**src/rtl/rs_syndrome_check_stream.sv**
```systemverilog
// Streaming Reed-Solomon syndrome checker over GF(2^8). It folds each input beat into
// S_j = c(alpha^j) with a Horner update and keeps saturating frame/error statistics.
module rs_syndrome_check_stream #(
    parameter int         N_SYMS    = 10,
    parameter int         NSYM      = 2,
    parameter int         BEAT_SYMS = 2,
    parameter logic [8:0] PRIM_POLY = 9'h15F,
    parameter int         CNT_W     = 16
) (
    input  logic                   clk,
    input  logic                   rst_n,
    input  logic                   clear_in,
    input  logic                   in_valid,
    output logic                   in_ready,
    input  logic [BEAT_SYMS*8-1:0] in_data,
    input  logic                   in_last,
    output logic                   out_valid,
    input  logic                   out_ready,
    output logic [NSYM*8-1:0]      syndrome_out,
    output logic                   error_flag_out,
    output logic                   frame_err_out,
    output logic [CNT_W-1:0]       err_cnt_out,
    output logic [CNT_W-1:0]       cw_cnt_out
);
    // state | meaning
    // ACCUM | collecting beats of the current codeword
    // HOLD  | result presented, waiting for out_ready

    localparam int BEATS = N_SYMS / BEAT_SYMS;
    localparam int BC_W  = $clog2(BEATS + 1);

    if ((N_SYMS % BEAT_SYMS) != 0) begin : g_bad_beat
        $error("N_SYMS must be a multiple of BEAT_SYMS");
    end

    typedef enum logic {ACCUM, HOLD} state_t;

    function automatic logic [7:0] gf_mul(input logic [7:0] a, input logic [7:0] b);
        logic [7:0] p;
        logic [7:0] x;
        p = '0;
        x = a;
        for (int i = 0; i < 8; i++) begin
            if (b[i]) p = p ^ x;
            x = x[7] ? ({x[6:0], 1'b0} ^ PRIM_POLY[7:0]) : {x[6:0], 1'b0};
        end
        return p;
    endfunction

    function automatic logic [7:0] gf_pow2(input int e);
        logic [7:0] r;
        r = 8'h01;
        for (int i = 0; i < e; i++) r = gf_mul(r, 8'h02);
        return r;
    endfunction

    state_t            state_q, state_nxt;
    logic [7:0]        syn_q   [NSYM];
    logic [7:0]        syn_nxt [NSYM];
    logic [NSYM*8-1:0] syn_pack;
    logic [BC_W-1:0]   beat_cnt, beat_inc;
    logic              accept, out_hs, frame_end, frame_err_nxt;

    assign out_valid     = (state_q == HOLD);
    assign in_ready      = rst_n & ((state_q == ACCUM) | out_ready);
    assign accept        = in_valid & in_ready;
    assign out_hs        = out_valid & out_ready;
    assign beat_inc      = beat_cnt + BC_W'(1);
    assign frame_end     = accept & (in_last | (beat_inc == BC_W'(BEATS)));
    assign frame_err_nxt = in_last ? (beat_inc != BC_W'(BEATS)) : (beat_inc == BC_W'(BEATS));

    // Symbol-by-symbol Horner: equivalent to S*alpha^(j*B) ^ sum d_k*alpha^(j*(B-1-k)).
    always_comb begin
        logic [7:0] acc_v;
        acc_v    = '0;
        syn_pack = '0;
        for (int j = 0; j < NSYM; j++) begin
            acc_v = syn_q[j];
            for (int k = 0; k < BEAT_SYMS; k++) begin
                acc_v = gf_mul(acc_v, gf_pow2(j + 1)) ^ in_data[(BEAT_SYMS-k)*8-1 -: 8];
            end
            syn_nxt[j] = acc_v;
            syn_pack[(NSYM-1-j)*8 +: 8] = acc_v;
        end
    end

    always_comb begin
        state_nxt = state_q;
        case (state_q)
            ACCUM:   if (frame_end) state_nxt = HOLD;
            HOLD:    if (out_hs && !frame_end) state_nxt = ACCUM;
            default: state_nxt = ACCUM;
        endcase
    end

    always_ff @(posedge clk) begin
        if (!rst_n) begin
            state_q        <= ACCUM;
            beat_cnt       <= '0;
            syndrome_out   <= '0;
            error_flag_out <= 1'b0;
            frame_err_out  <= 1'b0;
            for (int j = 0; j < NSYM; j++) syn_q[j] <= '0;
        end else begin
            state_q <= state_nxt;
            if (frame_end) begin
                beat_cnt       <= '0;
                syndrome_out   <= syn_pack;
                error_flag_out <= |syn_pack;
                frame_err_out  <= frame_err_nxt;
                for (int j = 0; j < NSYM; j++) syn_q[j] <= '0;
            end else if (accept) begin
                beat_cnt <= beat_inc;
                for (int j = 0; j < NSYM; j++) syn_q[j] <= syn_nxt[j];
            end
        end
    end

    // Statistics count delivered results; clear wins over a coincident handshake.
    always_ff @(posedge clk) begin
        if (!rst_n || clear_in) begin
            cw_cnt_out  <= '0;
            err_cnt_out <= '0;
        end else if (out_hs) begin
            if (cw_cnt_out != '1) cw_cnt_out <= cw_cnt_out + CNT_W'(1);
            if (error_flag_out && (err_cnt_out != '1)) err_cnt_out <= err_cnt_out + CNT_W'(1);
        end
    end

endmodule

```
**config.mk**
```make
export PLATFORM = sky130hd
export DESIGN_NAME = rs_syndrome_check_stream
export DESIGN_NICKNAME = d
export VERILOG_FILES = /design/src/rtl/rs_syndrome_check_stream.sv
export SDC_FILE = /design/constraint.sdc
export NUM_CORES = 1
export LEC_CHECK = 0
export BUFFER_PORTS_ARGS = -buffer_cell sky130_fd_sc_hd__buf_2
export CORE_ASPECT_RATIO = 0.9
export CORE_MARGIN = 1.5
export CORE_UTILIZATION = 49
export DETAILED_ROUTE_END_ITERATION = 8
export PLACE_DENSITY = 0.77
export SLEW_MARGIN = 15
export SYNTH_ARGS = -nofsm -noshare
export SYNTH_HDL_FRONTEND = slang
export SYNTH_SLANG_ARGS = --single-unit
```
**constraint.sdc**
```tcl
create_clock -name clk -period 1.8 [get_ports clk]
set_clock_uncertainty 0.2 [all_clocks]
set_input_delay 0.09 -clock clk [delete_from_list [all_inputs] [get_ports clk]]
set_output_delay 0.09 -clock clk [all_outputs]
set_load 0.01 [all_outputs]
```
==> flow_summary_export.csv <==
group,metric,value,unit
clock_tree,clock_sinks,70,
sta,max_slew_margin,70.73,%
finish,n_antenna_cell,0,
placed_design,place_ws,-0.1027,ns
finish,fill_cells,540,
sta,min_period,1.896,ns
placed_design,dpl-instance-area,0.004352,mm2
critical_path,cp.required,1.87,ns
power_and_ir_drop,p_total,3.932,mW
power_and_ir_drop,leakage,2.079,nW
global_route,grt_pass1_vias,2910,
sta,finalSetupTns,-0.1524,ns
finish,nNetsFinal,513,
placed_design,finalWeightedCongestion,0.8222,
floorplanning,num_rows,29,
global_route,grt_max_degree,33,
hold_path,hold_class,"primary input to flip-flop",
global_route,grt_pass1_wl,13790,um
global_route,grt_usage,22.83,%
critical_path,start_kind,"flip-flop",
routing,num_vias,3065,
floorplanning,die_y,83.19,um
yosys,ys_seq_elements,70,
floorplanning,die_area,0.007661,mm2
routing,post_drt_wl_per_cell,15.18,um
critical_path,r2r_end,"error_flag_out",
sta,hold_slack,0.02196,ns
yosys,ys_seq_area_share,44.60,%
finish,design_area,0.004808,mm2
placed_design,io_buffers,73,
power_and_ir_drop,vdd_drop_max,521.5,uV
yosys,ys.flop_type,"dfxtp_1",
sta,fin_crit_sh,105.3,%
clock_tree,cts_root_buf,"clkbuf_8",
routing,vias_per_cell,5.248,
routing,wl,8867,um
finish,final_core_util,69.02,%
clock_tree,numCtsBuffers,9,
clock_tree,cts_tree,"built",
yosys,synth_top_area_share,30.88,%
yosys,synth.cell_area,0.003501,mm2
floorplanning,chipWidth,92.10,um
floorplanning,io_pins,74,
finish,multiInputGateArea,0.002034,mm2
finish,mostFrequentLayoutCell,"buf_2",
yosys,synth_edf_count,16,
critical_path,r2r-start,"syn_q[0][13]",
yosys,synth_nets,385,
sta,finalSetupViolations,3,
sta,rsz0062_at_grt,"yes",
critical_path,rr_worst_depth,6,
yosys,syn-instance-count,358,
sta,hold_violations,0,
floorplanning,start_util,50.25,%
finish,regArea,0.001578,mm2
critical_path,r2r_slack,-0.1,ns
sta,max_freq,0.5275,GHz
run_status,status,"finished with violations",
routing,dr.pass1.iters,4,
finish,area_delta_synth_final,37.35,%
routing,drtIter0Drc,154,
sta,report.final.slew_viol_count,0,
clock_tree,cts_buffer_depth,2,
floorplanning,coreArea,0.006967,mm2
yosys,synth.avg_cell_area,9.779,um2
finish,instances_no_fill,584,
sta,tightest_slew,0.4335,ns
run_status,failed_checks,"negative setup slack",
placed_design,dpl.cell_count,560,
routing,route.detailed.drc,0,
yosys,ys_warn_count,0,
global_route,antenna_found_initial,0,
critical_path,startpoint,"syn_q[0][13]",
placed_design,post-dp-hpwl,6243,um
finish,drive_gt1_share,37.47,%
power_and_ir_drop,power_density,817.8,mW/mm2
clock_tree,clkTransAtPathRegs,0.08,ns
sta,setup_slack,-0.09566,ns
critical_path,crit_path_end_kind,"flip-flop",
critical_path,cp_max_fo,2,
finish,layout_common_cells,"buf_2, nor2_1, buf_4, dfxtp_1, xnor2_1",
clock_tree,cts-htree-levels,3,
critical_path,worstSetupPathType,"flip-flop to flip-flop",
critical_path,endpoint,"error_flag_out",
yosys,yosysTopAreaCell,"dfxtp_1",
yosys,synth_cell_types,37,
clock_tree,clock_latency,0.34,ns
routing,ant_nets,0,
critical_path,critPathArrivalTime,1.97,ns
yosys,synthTopCellsByArea,"dfxtp_1, edfxtp_1, xnor2_1",
yosys,async_flop_share,0,%
run,cap_violations,0,
global_route,gr-total-overflow,0,
[synthesized netlist by cell type, types with 5 or more instances]
cell type	count
xnor2_1	37
a21oi_1	5
o2111ai_1	5
o21ai_0	19
and3_1	10
nor2_1	52
inv_1	8
nand4_1	10
dfxtp_1	54
xor2_1	24
nand2_1	22
clkbuf_1	11
edfxtp_1	16
xnor3_1	8
ha_1	5
nand3_1	24
[cell families (layout without fill, tap and decap cells)]
kind of cell,after synthesis,after routing,share of synthesized area [%]
simple gates,145,146,20.30
xor+xnor,72,72,22.23
flops,70,70,44.60
compound gates,44,44,8.327
buf+inv,20,152,2.180
fa+ha+maj,5,5,1.787
mux,2,2,0.5719
[report_power, final]
part / total, mW / switching, mW / internal, mW
clock network: 1.34 / 0.598 / 0.745
logic: 0.855 / 0.407 / 0.448
registers: 1.73 / 0.0456 / 1.69
[layout make-up]
type                            count  share of cell area (%)
Clock inverter                      3                  0.4163
Inverter                            8                  0.6245
Multi-Input combinational cell    269                   42.31
Sequential cell                    70                   32.81
Timing Repair Buffer              128                   17.23
Tap cell                           93                   2.420
Clock buffer                       13                   4.189
[state kept, by name, indices dropped and copies added, names as in the netlist]
register / flops
out_valid: 1
cw_cnt_out: 16
frame_err_out: 1
error_flag_out: 1
syndrome_out: 16
syn_q: 16
beat_cnt: 3
err_cnt_out: 16
[routing by layer]
layer	global-route usage, %	routed length, um
met4	5.035	65
met5	0	0
met2	38.45	4467
met3	6.410	519
met1	29.15	3814
[worst min-delay path by stage]
stage	from	depth (start not counted)	end
final	in_valid	4	beat_cnt[1]
after global routing	in_data[5]	5	syndrome_out[5]
after CTS	in_valid	4	beat_cnt[1]
after detailed placement	frame_err_out	2	frame_err_out
after global placement	frame_err_out	2	frame_err_out
after floorplan	rst_n	2	syndrome_out[4]
[timing repair]
| action | 4_1_cts | 5_1_grt |
|---|---|---|
| cloned | 0 | 1 |
| endpoints found under the setup margin | 27 | 51 |
| hold buffers | 2 | 0 |
| gates resized for setup | 9 | 31 |
| endpoints found under the hold margin | 2 | 0 |
| pin swaps | 0 | 8 |
| setup buffers | 0 | 5 |
[critical path, cell delays in order, from the launching register on]
cell and delay, ns:
edfxtp_1 0.44, buf_6 0.15, xnor3_2 0.38, xnor3_1 0.21, and3_1 0.16, and3_1 0.17, a31oi_1 0.12
(Power assumes the default switching activity.)
